[src/rtl/hazard_ctrl.sv]
// Issue-side hazard controller: turns the register file's pause code and EX
// redirects into PC/IF-ID/ID-EX controls, with stall statistics and a watchdog.
module hazard_ctrl #(
  parameter int MAX_STALL = 3,
  parameter int CNT_W     = 16
) (
  input  logic             clk,
  input  logic             rst,
  input  logic             id_valid,
  input  logic             id_wb,
  input  logic [4:0]       id_dest,
  input  logic             id_uses_rs,
  input  logic             id_uses_rt,
  input  logic [1:0]       pause,
  input  logic             branch_taken,
  output logic [4:0]       collision_addr,
  output logic             pc_we,
  output logic             ifid_we,
  output logic             ifid_flush,
  output logic             idex_bubble,
  output logic             stalling,
  output logic [CNT_W-1:0] stall_cycles,
  output logic [CNT_W-1:0] stall_events,
  output logic             hazard_err
);

  localparam int RL_W = $clog2(MAX_STALL + 2);
  localparam logic [RL_W-1:0] RL_MAX = RL_W'(MAX_STALL + 1);

  typedef enum logic {RUN, STALL} state_t;

  state_t            state_q, state_d;
  logic [CNT_W-1:0]  cycles_q, cycles_d;
  logic [CNT_W-1:0]  events_q, events_d;
  logic [RL_W-1:0]   runLen_q, runLen_d;
  logic              err_q, err_d;

  logic hazard;
  logic stallCycle;

  // A pause on an operand the instruction does not read is ignored.
  assign hazard     = id_valid & ((pause[0] & id_uses_rs) | (pause[1] & id_uses_rt));
  assign stallCycle = hazard & ~branch_taken;

  always_ff @(posedge clk or negedge rst) begin
    if (!rst) begin
      state_q  <= RUN;
      cycles_q <= '0;
      events_q <= '0;
      runLen_q <= '0;
      err_q    <= 1'b0;
    end else begin
      state_q  <= state_d;
      cycles_q <= cycles_d;
      events_q <= events_d;
      runLen_q <= runLen_d;
      err_q    <= err_d;
    end
  end

  always_comb begin
    state_d = state_q;
    case (state_q)
      RUN:     if (stallCycle) state_d = STALL;
      STALL:   if (!stallCycle) state_d = RUN;
      default: state_d = RUN;
    endcase
  end

  // Statistics saturate rather than wrap; an episode starts on RUN -> STALL.
  always_comb begin
    cycles_d = cycles_q;
    events_d = events_q;
    runLen_d = '0;
    if (stallCycle) begin
      if (cycles_q != '1) cycles_d = cycles_q + 1'b1;
      if (state_q == RUN && events_q != '1) events_d = events_q + 1'b1;
      runLen_d = (runLen_q == RL_MAX) ? RL_MAX : runLen_q + 1'b1;
    end
    err_d = err_q | (runLen_d == RL_MAX);
  end

  // Bubbles must never issue a destination, or the scoreboard would not drain.
  always_comb begin
    pc_we          = 1'b1;
    ifid_we        = 1'b1;
    ifid_flush     = 1'b0;
    idex_bubble    = 1'b0;
    collision_addr = (id_valid & id_wb) ? id_dest : 5'd0;
    if (branch_taken) begin
      ifid_flush     = 1'b1;
      idex_bubble    = 1'b1;
      collision_addr = 5'd0;
    end else if (hazard) begin
      pc_we          = 1'b0;
      ifid_we        = 1'b0;
      idex_bubble    = 1'b1;
      collision_addr = 5'd0;
    end
  end

  assign stalling     = (state_q == STALL);
  assign stall_cycles = cycles_q;
  assign stall_events = events_q;
  assign hazard_err   = err_q;

endmodule

[config.mk]
export PLATFORM = sky130hd
export DESIGN_NAME = hazard_ctrl
export DESIGN_NICKNAME = d
export VERILOG_FILES = /design/src/rtl/hazard_ctrl.sv
export SDC_FILE = /design/constraint.sdc
export NUM_CORES = 1
export LEC_CHECK = 0
export CAP_MARGIN = 25
export CORE_ASPECT_RATIO = 0.8
export CORE_MARGIN = 4
export CORE_UTILIZATION = 50
export CTS_CLUSTER_DIAMETER = 80
export DETAILED_ROUTE_END_ITERATION = 8
export PLACE_DENSITY = 0.86
export SLEW_MARGIN = 20
export SYNTH_ARGS = -nofsm -noshare
export SYNTH_HDL_FRONTEND = slang
export SYNTH_SLANG_ARGS = --single-unit
[constraint.sdc]
create_clock -name clk -period 5.5 [get_ports clk]
set_clock_uncertainty 0.2 [all_clocks]
set_input_delay 0.825 -clock clk [delete_from_list [all_inputs] [get_ports clk]]
set_output_delay 0.825 -clock clk [all_outputs]
set_load 0.02 [all_outputs]
Yosys cells after proc, flatten, opt, wreduce, memory -nomap -nowiden
Index checks and enable logic that the tools add are counted.

storage, ports and cells
  flip-flop bits (word level) = 37
  bits in latches = 0
  RAM bits = 0
  bits in read-only memories = 0
  memories kept = 0

operators by class
  $add $sub $neg = 3
  multipliers = 0
  div/mod/pow operators = 0
  $lt $le $gt $ge = 0
  equality and inequality tests = 4
  shift operators = 0
  mux-type cells = 11
  bitwise logic cells = 9
  reductions and logical operators = 3

operators by type and width
  cell                                           count
  adder 16 x 1 -> 16 bit, second input constant  2
  inequality test 16 bit, second input constant  2
  two-way mux 5 bit                              3
  == test 3 bit, second input constant           2
  two-way mux 1 bit                              6
  two-way mux 3 bit                              2
  AND 1 bit                                      5
  AND reduction 2 bit                            2
  adder 3 x 1 -> 3 bit, second input constant    1
  inverter 1 bit                                 2
  bitwise OR 1 bit                               2
  logical AND 1 bit                              1

Depth between registers and ports, before layout
Gate-level depths: netlist of the first run.

  depth in word-level cells = 7
  mapped depth = 6
  gate-level depth less buffers = 6

Worst setup path after synthesis of the first run
Ideal clock, no wire load.

  kind = input-to-output
  start = in pause[0]
  end = out collision_addr[0]
  arrival = 1.804 ns
  data required time = 4.475 ns
  slack = 2.671 ns
  cell stages on the path = 4
  buffers on the path = 0
  cell sequence = a22o_1 -> a21o_1 -> nor2_1 -> and2_1

between the ends
  longest elaborated chain between the ends = 5

ends and longest elaborated chain
  element             RTL line  RTL
  start: declaration  14        input logic [1:0] pause,
  AND 1 bit           42        assign hazard = id_valid & ((pause[0] & id_uses_rs) | (pause[1] & id_uses_rt));
  bitwise OR 1 bit    42
  AND 1 bit           42
  two-way mux 5 bit   94        end else if (hazard) begin
  two-way mux 5 bit   90        if (branch_taken) begin
  end: declaration    16        output logic [4:0] collision_addr,

No other way between the ends.

Final worst setup path of the first run
  start = in pause[0]
  end = out collision_addr[2]

Same word-level chain as after synthesis.

==> flow_summary.rst, run 1 <==
.. list-table::
   :header-rows: 1

   * - Metric
     - Value
   * - Result of the run
     - finished clean
   * - Fraction of the cycle the final worst path needs
     - 69.0%
   * - Ys flop type
     - sky130_fd_sc_hd__dfrtp_1
   * - Post-layout power
     - 798 uW
   * - Maximum number of pins on one net before global-route repair
     - 38
   * - Width of the chip
     - 76.9 um
   * - Post-layout instance area
     - 2610 um2
   * - Via density per instance
     - 5.44
   * - Yosys Warn Count
     - 0
   * - Detailed-routing iteration count for the pre-antenna-repair pass
     - 4
   * - Post-synth EDFFs
     - 0
   * - Internal portion of total power
     - 539 uW
   * - Hold Buf Count CTS
     - 0
   * - CTS clk-pin slew, worst paths
     - 0.06 ns
   * - Number of cells upsized or downsized after cts
     - 0
   * - Number of vias after detailed routing
     - 1528
   * - Power density normalized to cell area
     - 306 nW/um2
   * - Maximum clock frequency
     - 0.263 GHz
   * - Placeable core region
     - 3540 um2
   * - Maximum buffer depth of the clock tree
     - 2
   * - Initial standard-cell utilization of the core
     - 53.7%
   * - Gate power share
     - 27.8%
   * - Final worst hold slack
     - 0.259 ns
   * - RSZ-0062 raised after global routing
     - false
   * - Count of nets after finishing
     - 256
   * - Final global-route overflow total
     - 0
   * - Share of cell area taken by muxes after synthesis
     - 2.57%
   * - Final critical path time including I/O delays and setup
     - 3.80 ns
   * - Share of the synthesized area in compound gates (AO/OA/AOI/OAI)
     - 3.23%
   * - Basic-gate share of the synthesized area counting and, or, nand and nor cells
     - 28.5%
   * - Yosys top cell by area
     - sky130_fd_sc_hd__dfrtp_1
   * - Share of post-route cells with drive strength above 1
     - 10.5%
   * - Max-slew violation count
     - 0
   * - Final GP Congestion
     - 0.797
   * - FF/Latch Area
     - 926 um2
   * - DP Wirelength
     - 3.07 mm
   * - Full die area
     - 4860 um2
   * - Top post-synthesis cells by area
     - sky130_fd_sc_hd__dfrtp_1, sky130_fd_sc_hd__xor2_1, sky130_fd_sc_hd__nor3_1
   * - Hold Crit Class
     - register to register
   * - Worst relative slew slack
     - 44.2%
   * - Placement row count
     - 19
   * - Post-CTS repair timing setup buffer count
     - 0
   * - Switching share of power
     - 32.5%
   * - Sum of routed wire length over all layers
     - 4.13 mm
   * - Number of library cell types mapped by synthesis
     - 39
   * - Port bufs
     - 56
   * - Boundary pin count
     - 57
   * - Clock sink count
     - 37
   * - Diodes inserted
     - 0
   * - Average instance area after synthesis
     - 10.7 um2
   * - Post-synth top area share
     - 48.7%
   * - Via count of the first global-routing pass
     - 1493
   * - Dominant combinational cell family by area after synthesis
     - simple AND/OR/NAND/NOR gates
   * - Top post-synthesis cells by count
     - sky130_fd_sc_hd__dfrtp_1, sky130_fd_sc_hd__xor2_1, sky130_fd_sc_hd__nand2_1
   * - Hold Fails Final Rpt
     - 0
   * - Endpoint kind of the worst setup timing path
     - output port
   * - Least setup slack across all paths after layout
     - 1.70 ns
   * - Layout filler cell count
     - 255
   * - Classification of the worst setup path
     - primary input to output port
   * - CP Data Required Time
     - 4.47 ns
   * - H-tree levels
     - 2
   * - Fraction of synthesized cell area in xor and xnor cells
     - 12.4%
   * - Clock root cell
     - sky130_fd_sc_hd__clkbuf_8
   * - Max-cap violation count
     - 0
   * - Gate Count Post-Synth
     - 177
   * - Area added between synthesis and finish
     - 37.1%
   * - Max IR drop VDD
     - 0.282 mV
   * - Category of the worst setup path launch point
     - primary input
   * - Worst slew pin tran
     - 0.829 ns
   * - Dominant cell by count in the synthesized netlist
     - sky130_fd_sc_hd__dfrtp_1
   * - First-pass GRT wire length
     - 7.14 mm
   * - Initial antenna violation count
     - 0
   * - Highest fanout seen on the critical path
     - 7
   * - Fraction of the yosys area taken by sequential cells
     - 48.7%
   * - Worst slack after detailed placement
     - 1.68 ns
   * - Fraction of the mapped netlist area in adder cells
     - 2.63%
   * - Number of DRC violations after detailed-routing iteration 0
     - 84
   * - Finish-stage setup viols
     - 0
   * - Data arrival time at the worst-slack endpoint
     - 2.77 ns
   * - Number of synthesized register bits
     - 37
   * - Clock network fraction of design power
     - 26.0%
   * - Net Switching
     - 259 uW
   * - Share of async-settable or async-resettable flops after synthesis
     - 100%
   * - Total standard cell area after synthesis
     - 1900 um2
   * - Post-route DRC violation count
     - 0
   * - Combined global-route utilization of all metal layers
     - 18.6%
   * - Summed negative setup slack over all endpoints
     - 0 ns
   * - Area post-placement
     - 2500 um2
   * - Number of antenna-violating nets in the routed design
     - 0
   * - Routed wirelength normalized by instance count
     - 14.7 um
   * - Standby leakage power
     - 0.00119 uW
   * - TritonCTS clock tree
     - done
   * - Clock insertion delay at the later pin of the skew report
     - 0.29 ns
   * - CTS Buf Count
     - 5
   * - Y dimension of the die
     - 63.1 um
   * - Multi-input gate area
     - 938 um2
   * - Share of total power in sequential cells
     - 46.2%
   * - Synthesized Nets
     - 195
-- path summary, 6_finish.rpt --
kind	from	endpoint	slack, ns	cells past startpoint
worst max-delay path	pause[0]	collision_addr[2]	1.70	6
worst min-delay path	hazard_err	hazard_err	0.26	1
worst max register to register	stall_events[0]	stall_events[5]	3.13	6
worst min register to register	hazard_err	hazard_err	0.26	1
max in group asynchronous	rst	stall_events[11]	4.03	2
min in group asynchronous	rst	stall_events[9]	0.75	2
-- metrics by stage --
step	instances	util, %
6_report	281	73.5
5_1_grt	281	73.5
4_1_cts	281	73.5
3_5_place_dp	273	70.7
3_3_place_gp	273	70.7
2_1_floorplan	177	-
-- flip-flops by register name, indices dropped and copies added, names as in the netlist --
name,flops
hazard_err,1
stall_cycles,16
runLen_q,3
stalling,1
stall_events,16
-- cells by family after synthesis --
group,count (synthesis)
AO/OA/AOI/OAI,8
flip-flops,37
buffers and inverters,7
multiplexers,4
XOR/XNOR,27
AND/OR/NAND/NOR,90
adder cells (fa/ha/maj),4
-- power groups by stage --
stage,clock (uW),combinational (uW),sequential (uW)
global placement,0,216,371
floorplan,0,65.5,409
finish,207,222,368
CTS,215,226,369
detailed placement,0,224,373
global route,226,239,377
-- worst max-delay path, stage by stage --
cell and delay, ns:
sky130_fd_sc_hd__clkdlybuf4s50_1 0.40, sky130_fd_sc_hd__a22o_1 0.32, sky130_fd_sc_hd__a21o_1 0.22, sky130_fd_sc_hd__nor2_1 0.23
sky130_fd_sc_hd__and2_1 0.18, sky130_fd_sc_hd__clkdlybuf4s50_1 0.60
-- routing by layer --
layer,vias up,GRT usage (%),wire length [um]
met3,7,5.84,269
met1,720,24.7,1880
li1,756,-,-
met2,45,28.0,1930
met4,0,8.14,59
met5,-,0,0
-- cells in the final DEF (no fill, tap or decap), drive strengths merged --
master and count:
a211oi 1, a21bo 1, a21o 2, a21oi 1
a22o 1, and2 6, and2b 1, and3 3
and4 4, buf 2, clkbuf 7, clkdlybuf4s50 56
clkinv 1, dfrtp 37, ha 4, inv 3
mux2 4, nand2 15, nand2b 1, nand3 9
nand3b 1, nand4 8, nand4b 1, nor2 10
nor3 14, nor3b 3, nor4 9, nor4b 1
o21ai 2, or2 2, or4 1, or4b 1
xor2 27
-- final cells by class --
type / instances / area share, %
repair buffers: 58 / 22.1
inverters: 3 / 0.432
multi-input cells: 133 / 36.0
clock buffers: 7 / 3.70
flip-flops and latches: 37 / 35.5
well taps: 42 / 2.02
clock inverters: 1 / 0.192
Power figures use the tool's default switching activity.
==> run 2: changes to the inputs <==
--- a/config.mk
+++ b/config.mk
@@ -8,10 +8,10 @@
 export CAP_MARGIN = 25
 export CORE_ASPECT_RATIO = 0.8
 export CORE_MARGIN = 4
-export CORE_UTILIZATION = 50
+export CORE_UTILIZATION = 47
 export CTS_CLUSTER_DIAMETER = 80
 export DETAILED_ROUTE_END_ITERATION = 8
-export PLACE_DENSITY = 0.86
+export PLACE_DENSITY = 0.82
 export SLEW_MARGIN = 20
 export SYNTH_ARGS = -nofsm -noshare
 export SYNTH_HDL_FRONTEND = slang
==> constraint.sdc (replaced) <==
create_clock -name clk -period 3.6 [get_ports clk]
set_clock_uncertainty 0.2 [all_clocks]
set_input_delay 0.54 -clock clk [delete_from_list [all_inputs] [get_ports clk]]
set_output_delay 0.54 -clock clk [all_outputs]
set_load 0.02 [all_outputs]
==> run 2 against run 1 <==
  * Die area increased by 5.6%
  * Combinational power increased by 50%
  * Count of clock-buffer cells in the layout unchanged
  * Largest cell class unchanged
  * Largest power group unchanged
  * Highest routed layer unchanged
==> flow_summary.rst, run 2 (synthesis gave the netlist of run 1 again) <==
.. list-table::
   :header-rows: 1

   * - Metric
     - Value
   * - Diodes inserted
     - 0 (unchanged)
   * - Full die area
     - 5130 um2 (was 4860 um2)
   * - CP Data Required Time
     - 2.86 ns (was 4.47 ns)
   * - Final global-route overflow total
     - 0 (unchanged)
   * - Share of post-route cells with drive strength above 1
     - 10.4% (was 10.5%)
   * - Reg-to-reg startpoint
     - stall_cycles[0] (was stall_events[0])
   * - Area added between synthesis and finish
     - 39.1% (was 37.1%)
   * - Width of the chip
     - 79.1 um (was 76.9 um)
   * - RSZ-0062 raised after global routing
     - false (unchanged)
   * - Final critical path time including I/O delays and setup
     - 3.21 ns
   * - CTS clk-pin slew, worst paths
     - 0.07 ns (was 0.06 ns)
   * - Detailed-routing iteration count for the pre-antenna-repair pass
     - 4 (unchanged)
   * - Number of DRC violations after detailed-routing iteration 0
     - 85 (was 84)
   * - Max-cap violation count
     - 0 (unchanged)
   * - Routed wirelength normalized by instance count
     - 14.7 um (about the same)
   * - Placeable core region
     - 3850 um2 (was 3540 um2)
   * - Max stage delay on crit path
     - 0.60 ns (about the same)
   * - Via density per instance
     - 5.39 (was 5.44)
   * - Hold Buf Count CTS
     - 0 (unchanged)
   * - Number of vias after detailed routing
     - 1590 (was 1528)
   * - Classification of the worst setup path
     - primary input to output port (unchanged)
   * - Kind of cell adding the most delay to the critical path
     - buffers and inverters (unchanged)
   * - Sum of routed wire length over all layers
     - 4.34 mm (was 4.13 mm)
   * - End of the worst register-to-register path
     - stall_cycles[12] (was stall_events[5])
   * - Critical path depth in cells
     - 6 (unchanged)
   * - Worst path slowest cell
     - sky130_fd_sc_hd__clkdlybuf4s50_1 (unchanged)
   * - Layout filler cell count
     - 314 (was 255)
   * - Finish-stage setup viols
     - 0 (unchanged)
   * - DP Wirelength
     - 3.18 mm (was 3.07 mm)
   * - Worst slack after detailed placement
     - 0.363 ns (was 1.68 ns)
   * - Highest fanout seen on the critical path
     - 7 (unchanged)
   * - Final worst hold slack
     - 0.265 ns (was 0.259 ns)
   * - Initial standard-cell utilization of the core
     - 49.3% (was 53.7%)
   * - H-tree levels
     - 2 (unchanged)
   * - Hold Fails Final Rpt
     - 0 (unchanged)
   * - Result of the run
     - finished clean (unchanged)
   * - TritonCTS clock tree
     - done (unchanged)
   * - Clock root cell
     - sky130_fd_sc_hd__clkbuf_8 (unchanged)
   * - Worst slew pin tran
     - 0.600 ns (was 0.829 ns)
   * - Port bufs
     - 56 (unchanged)
   * - Buffers & Inverters on Critical Path
     - 2 (unchanged)
   * - CTS Buf Count
     - 5 (unchanged)
   * - CP startpoint
     - pause[0] (unchanged)
   * - Worst relative slew slack
     - 59.7% (was 44.2%)
   * - Least setup slack across all paths after layout
     - 0.395 ns (was 1.70 ns)
   * - Maximum number of pins on one net before global-route repair
     - 38 (unchanged)
   * - Max IR drop VDD
     - 0.302 mV (was 0.282 mV)
   * - Standby leakage power
     - 0.00120 uW (was 0.00119 uW)
   * - Sequence of cells on the critical path
     - clkdlybuf4s50_1 -> a22o_1 -> a21o_1 -> nor2_1 -> and2_1 -> clkdlybuf4s50_1 (unchanged)
   * - Final GP Congestion
     - 0.841 (was 0.797)
   * - First-pass GRT wire length
     - 7.44 mm (was 7.14 mm)
   * - Worst reg-to-reg path cell count
     - 5 (was 6)
   * - Summed negative setup slack over all endpoints
     - 0 ns (unchanged)
   * - Count of nets after finishing
     - 257 (was 256)
   * - Post-route DRC violation count
     - 0 (unchanged)
   * - Maximum clock frequency
     - 0.312 GHz
   * - Fraction of the cycle the final worst path needs
     - 89.0%
   * - Combined global-route utilization of all metal layers
     - 18.6% (about the same)
   * - Commonest non-fill, non-tap cells in the layout
     - sky130_fd_sc_hd__clkdlybuf4s50_1, sky130_fd_sc_hd__dfrtp_1, sky130_fd_sc_hd__xor2_1 (unchanged)
   * - Power density normalized to cell area
     - 480 nW/um2 (was 306 nW/um2)
   * - Via count of the first global-routing pass
     - 1513 (was 1493)
   * - Number of cells upsized or downsized after cts
     - 0 (unchanged)
   * - Maximum buffer depth of the clock tree
     - 2 (unchanged)
   * - Initial antenna violation count
     - 0 (unchanged)
   * - Boundary pin count
     - 57 (unchanged)
   * - Top cell by count, worst path
     - sky130_fd_sc_hd__clkdlybuf4s50_1 (unchanged)
   * - Y dimension of the die
     - 64.9 um (was 63.1 um)
   * - Capturing element of the worst setup path
     - collision_addr[3] (was collision_addr[2])
   * - Number of antenna-violating nets in the routed design
     - 0 (unchanged)
   * - Clock insertion delay at the later pin of the skew report
     - 0.29 ns (about the same)
   * - Clock sink count
     - 37 (unchanged)
   * - Data arrival time at the worst-slack endpoint
     - 2.47 ns (was 2.77 ns)
   * - Register-to-register setup slack
     - 1.48 ns (was 3.13 ns)
   * - Most frequent standard cell in the layout excluding fill and tap cells
     - sky130_fd_sc_hd__clkdlybuf4s50_1 (unchanged)
   * - Hold Crit Class
     - register to register (unchanged)
   * - Category of the worst setup path launch point
     - primary input (unchanged)
   * - Max-slew violation count
     - 0 (unchanged)
   * - Post-CTS repair timing setup buffer count
     - 0 (unchanged)
   * - Endpoint kind of the worst setup timing path
     - output port (unchanged)
   * - Placement row count
     - 20 (was 19)
[run 2: routing by layer]
layer	share of wire, %	wire length [um]	global-route usage [%]	vias up
li1	-	-	-	753
met1	46	2000	25.7	782
met2	47	2020	27.8	48
met3	5.6	241	4.58	7
met4	1.8	76	7.94	0
met5	0	0	0	-
[run 2: worst min-delay path by stage]
stage	to	slack (ns)	startpoint	depth (start not counted)
floorplan	hazard_err	0.04	rst	0
detailed placement	hazard_err	0.24	hazard_err	1
CTS	hazard_err	0.27	hazard_err	1
finish	hazard_err	0.26	hazard_err	1
global route	hazard_err	0.28	hazard_err	1
global placement	hazard_err	0.25	hazard_err	1
[run 2: area by class of cell]
class	count	area, um2	area share [%]
repair buffers	59	583	22.1
flip-flops and latches	37	926	35.0
well taps	55	68.8	2.60
clock inverters	1	30.0	1.14
inverters	3	11.3	0.426
clock buffers	7	86.3	3.27
multi-input cells	133	938	35.5
[run 2: power breakdown]
group / internal (uW) / switching (uW) / total [uW]
Sequential: 474 / 87.1 / 561
Combinational: 174 / 159 / 333
Clock: 226 / 149 / 375
[run 2: per-stage QoR]
step / power, uW / instance area [um2] / instances / utilization (%)
3_3_place_gp: 897 / 2530 / 287 / 65.6
5_1_grt: 1330 / 2640 / 295 / 68.6
4_1_cts: 1280 / 2640 / 295 / 68.6
6_report: 1270 / 2640 / 295 / 68.6
2_1_floorplan: 725 / 1900 / 177 / -
3_5_place_dp: 905 / 2530 / 287 / 65.6
==> patch 1 (flow settings as in run 2) <==
Change the parameter `MAX_STALL` from 3 to 6.
--- a/src/rtl/hazard_ctrl.sv
+++ b/src/rtl/hazard_ctrl.sv
@@ -1,7 +1,7 @@
 // Issue-side hazard controller: turns the register file's pause code and EX
 // redirects into PC/IF-ID/ID-EX controls, with stall statistics and a watchdog.
 module hazard_ctrl #(
-  parameter int MAX_STALL = 3,
+  parameter int MAX_STALL = 6,
   parameter int CNT_W     = 16
 ) (
   input  logic             clk,
Check against the original RTL: not equivalent (a bounded check fails within 10 cycles, from zero or initial values and one cycle with rst low).
==> patch 1 against run 2 <==
Combinational power is 9.6% lower. Critical endpoint unchanged. Total power is 11% lower. Utilization is 1.2 points higher. Synthesized cell count is 8.5% lower. Routed wire length is 7.7% lower. Setup slack better by 58 ps. Largest cell class is now sequential cells. Sequential cell count stayed put. Count of clock-buffer cells in the layout stayed put. First-iteration DRC count is 29% lower. Cell area is 5.9% lower. Synthesized area is 5.3% lower. Fmax is 1.9% higher. Critical path type unchanged. Register-to-register slack better by 40 ps.
==> patch 1: results (changes against run 2) <==
* Fin nets at 240 (-6.6%)
* TritonCTS Buffers at 5 (unchanged)
* Hold crit path type: reg2reg
* Largest cells by area after synthesis: dfrtp_1, xnor2_1, xor2_1
* GRT met1 Usage at 0.226 (-0.0308)
* Maximum VDD drop at 0.361 mV (+20%)
* Relative slew slack at 0.631 (+0.0345)
* Setup slack, reg-to-reg at 1520 ps (+40 ps)
* Post-CTS setup buffers at 0 (unchanged)
* Mux share of post-synthesis cell area at 0.0125 (-0.0132)
* Adder-cell share of the synthesized area at 0.0264 (+0.0000741)
* Status: completed
* Synth Area per Inst at 11.1 µm² (+3.5%)
* Max FO, Critical Path at 5 (-2)
* Post-Syn Nets at 179 (-8.2%)
* Overall via count from detail_route at 1,429 (-10%)
* Main flop type after synthesis: dfrtp_1
* Complex-gate fraction of the synthesized area at 0.0445 (+0.0122)
* Met2 usage at 0.290 (+0.0115)
* Met3 Routed Length at 144 µm (-40%)
* Met3 Track Usage GR at 0.0456 (-0.000249)
* Number of global-route vias before repair at 1,535 (+1.5%)
* Xor/xnor share of the synthesized area at 0.131 (+0.00692)
* DPL Wire Length at 2990 µm (-6.1%)
* Initial drt markers at 60 (-29%)
* Layout cells sized above 1 at 0.0897 (-0.0145)
* DRT met1 WL at 1800 µm (-10%)
* First-pass GRT wire length at 6980 µm (-6.1%)
* Placed insts at 258 (-10%)
* Yosys cell types at 35 (-10%)
* Routed wire per std cell at 15.1 µm (+2.7%)
* Worst r2r src: stall_cycles[8]
* P_int at 0.773 mW (-12%)
* Tot GR Track Use at 0.179 (-0.00681)
* Register area share after synthesis at 0.514 (+0.0271)
* Synth cell count leaders: dfrtp_1, xnor2_1, nand2_1
* Asr flop ratio synth at 1.00 (unchanged)
* Filler cells at 260 (-17%)
* CP arrival at 2410 ps (-60 ps)
==> patch 1: cell types whose count changed after synthesis, sizes merged, moves of 3 or more <==
cell	delta
xnor2	+16
nand3	+3
xor2	-16
and4	+3
nor3b	-3
nor4	-6
nor3	-14
nor2	+4
==> patch 1: final cells by class <==
| cell class | instances | share of cell area |
|---|---|---|
| clock buffer | 7 | 0.0347 |
| sequential | 37 | 0.372 |
| tap | 42 | 0.0211 |
| inverter | 4 | 0.00604 |
| multi-input combinational | 118 | 0.338 |
| timing repair buffer | 57 | 0.228 |
==> patch 1: worst max-delay path by stage <==
| stage | from | end | cells after the start |
|---|---|---|---|
| final | pause[0] | collision_addr[3] | 6 |
| after floorplan | pause[0] | collision_addr[0] | 4 |
| after global placement | pause[0] | collision_addr[0] | 6 |
| after global routing | pause[0] | collision_addr[2] | 6 |
| after CTS | pause[0] | collision_addr[3] | 6 |
| after detailed placement | pause[0] | collision_addr[3] | 6 |
==> patch 1: worst max-delay path, delay by kind of cell <==
family          cells  cell delay [ps]
buf+inv             2             1020
simple gates        2              360
compound gates      2              480
==> patch 1: stage by stage <==
step / hold slack, ps / setup slack, ps / cell area (µm²)
3_5_place_dp: 247 / 428 / 2400
6_report: 258 / 453 / 2490
4_1_cts: 267 / 429 / 2490
2_1_floorplan: 44.4 / 1380 / 1800
3_3_place_gp: 242 / 519 / 2400
5_1_grt: 307 / 374 / 2490
==> patch 1: power groups by stage <==
stage	clock network, mW	logic [mW]	registers [mW]
after floorplan	0	0.0860	0.597
after global placement	0	0.291	0.544
after detailed placement	0	0.305	0.548
after CTS	0.299	0.306	0.541
after global routing	0.321	0.325	0.554
final	0.291	0.301	0.543
==> patch 2 (settings of run 2) <==
Without the edit above. Put one more register stage on the output `hazard_err`. The value now appears one clock later. The other outputs are not delayed to match.
--- a/src/rtl/hazard_ctrl.sv
+++ b/src/rtl/hazard_ctrl.sv
@@ -102,7 +102,9 @@
   assign stalling     = (state_q == STALL);
   assign stall_cycles = cycles_q;
   assign stall_events = events_q;
-  assign hazard_err   = err_q;
+  always_ff @(posedge clk) begin
+    hazard_err <= err_q;
+  end
 
 endmodule
 
Behaviour: not the same (a bounded check fails within 10 cycles, from zero or initial values and one cycle with rst low).
==> patch 2 against run 2 <==
Sequential power is 2% higher. Cell count stayed put. Setup slack worse by 69 ps. Worst hold slack worse by 82 ps. Register-to-register slack worse by 340 ps. Cell area is 1.5% higher. Synthesized area is 1.1% higher. Critical path depth stayed put. Total power is 6.7% higher. Routed wire length is 2.1% higher. Count of clock-buffer cells in the layout is 1 lower. Sequential cell count is 1 higher. Clock power is 18% higher. Largest cell class is now sequential cells.
==> patch 2: results (changes against run 2) <==
* Status: completed
* Met3 Track Usage GR at 0.0411 (-0.00474)
* Sw Share at 0.294 (-0.0169)
* Detailed Routing Iterations Pass 1 at 4 (unchanged)
* Leakage at 1.22 nW (+1.3%)
* Maximum VDD drop at 0.419 mV (+39%)
* Cell depth of the worst flop-to-flop path at 6 (+1)
* Post-route non-filler standard cell count at 295 (unchanged)
* Diodes inserted at 0 (unchanged)
* Largest net degree at the start of global routing at 38 (unchanged)
* Slowest stage delay, CP at 600 ps (about the same)
* Yosys cell types at 40 (+2.6%)
* DRT met1 WL at 2080 µm (+3.8%)
* Initial antenna violation count at 0 (unchanged)
* WHS Path Cells at 0 (-1)
* Worst r2r src: stall_events[0]
* Vias per std cell at 5.33 (-1.1%)
* Placer congestion estimate at 0.864 (+2.8%)
* Met2 usage at 0.299 (+0.0206)
* DPL Wire Length at 3300 µm (+3.6%)
* Worst Max-Slew Pin Slew at 801 ps (+201 ps)
* TritonCTS Buffers at 5 (unchanged)
* Post-Syn Nets at 196 (+0.51%)
* Synth cell count leaders: dfrtp_1, xor2_1, nand2_1
* Clock buffer depth at 2 (unchanged)
* Reg2reg end: stall_events[1]
* Critical path startpoint: pause[0]
* Hold path start: err_q
* Worst-Skew Late Latency at 290 ps (about the same)
* Post-Route WL at 4430 µm (+2.1%)
* Max FO, Critical Path at 7 (unchanged)
* Fin nets at 257 (unchanged)
* Hold crit path type: reg2reg
* First-pass GRT wire length at 7790 µm (+4.7%)
* Reg clk slew, reported paths at 80 ps
* GRT met1 Usage at 0.261 (+0.00439)
* Main flop type after synthesis: dfrtp_1
* Cts repair resizes at 0 (unchanged)
* CP arrival at 2530 ps (+60 ps)
* End point of the worst hold path: hazard_err
* CP delay by family, top: buffers and inverters
* WL met2 at 2090 µm (+3.4%)
* Htree depth at 2 (unchanged)
* DR top layer: met4
* Placed insts at 287 (unchanged)
* Asr flop ratio synth at 0.974 (-0.0263)
* Register area share after synthesis at 0.493 (+0.00535)
* Post-Syn Instances at 178 (+0.56%)
* Largest cells by area after synthesis: dfrtp_1, xor2_1, nor3_1
* PortBufs at 56 (unchanged)
* Tot GR Track Use at 0.192 (+0.00619)
* Met3 Routed Length at 175 µm (-27%)
* Placed instance area at 0.00254 mm² (+0.50%)
* Setup slack, reg-to-reg at 1140 ps (-340 ps)
* Ys Warns at 0 (unchanged)
* Number of global-route vias before repair at 1,633 (+7.9%)
* Slowest CP cell: clkdlybuf4s50_1
* Clk root buf: clkbuf_8
* Initial drt markers at 144 (+69%)
* Dpl ws at 339 ps (-23.5 ps)
-- patch 2: cell type report --
type | instances | area, µm²
Clock inverter | 2 | 60.1
Sequential cell | 38 | 946
Tap cell | 55 | 68.8
Clock buffer | 6 | 82.6
Inverter | 3 | 11.3
Multi-Input combinational cell | 133 | 938
Timing Repair Buffer | 58 | 576
Fill cell | 304 | 1200
-- patch 2: stage by stage --
| stage | hold WS [ps] | utilization |
|---|---|---|
| final | 182 | 0.692 |
| after global routing | 203 | 0.692 |
| after CTS | 182 | 0.692 |
| after detailed placement | 164 | 0.655 |
| after global placement | 162 | 0.655 |
| after floorplan | 44.4 | - |
-- patch 2: cell families (layout without fill, tap and decap cells) --
kind of cell,Yosys count,in the layout,synth area share
xor gates and xnor gates,27,27,0.123
adders and majority gates,4,4,0.0261
muxes,4,4,0.0254
and+or+nand+nor,90,90,0.282
DFF,38,38,0.493
AOI/OAI and AO/OA,8,8,0.0319
buffers and inverters,7,69,0.0189
-- patch 2: worst max path at each step --
stage / endpoint / slack, ps
after floorplan: collision_addr[0] / 1340
after global placement: collision_addr[0] / 400
after detailed placement: collision_addr[3] / 340
after CTS: collision_addr[3] / 320
after global routing: collision_addr[4] / 200
final: collision_addr[4] / 330
-- patch 2: power by group through the flow --
stage                     clock, mW  combinational (mW)  sequential [mW]
after floorplan                   0               0.100            0.637
after global placement            0               0.333            0.581
after detailed placement          0               0.338            0.581
after CTS                     0.451               0.340            0.575
after global routing          0.470               0.364            0.590
final                         0.444               0.335            0.575
-- patch 2: worst register-to-register path, cell delays in order, from the launching register on --
cell     delay [ps]
dfrtp_1         410
ha_1            220
nand4_1         130
nor4_1          740
buf_4           290
nor2_1           80
mux2_2          300
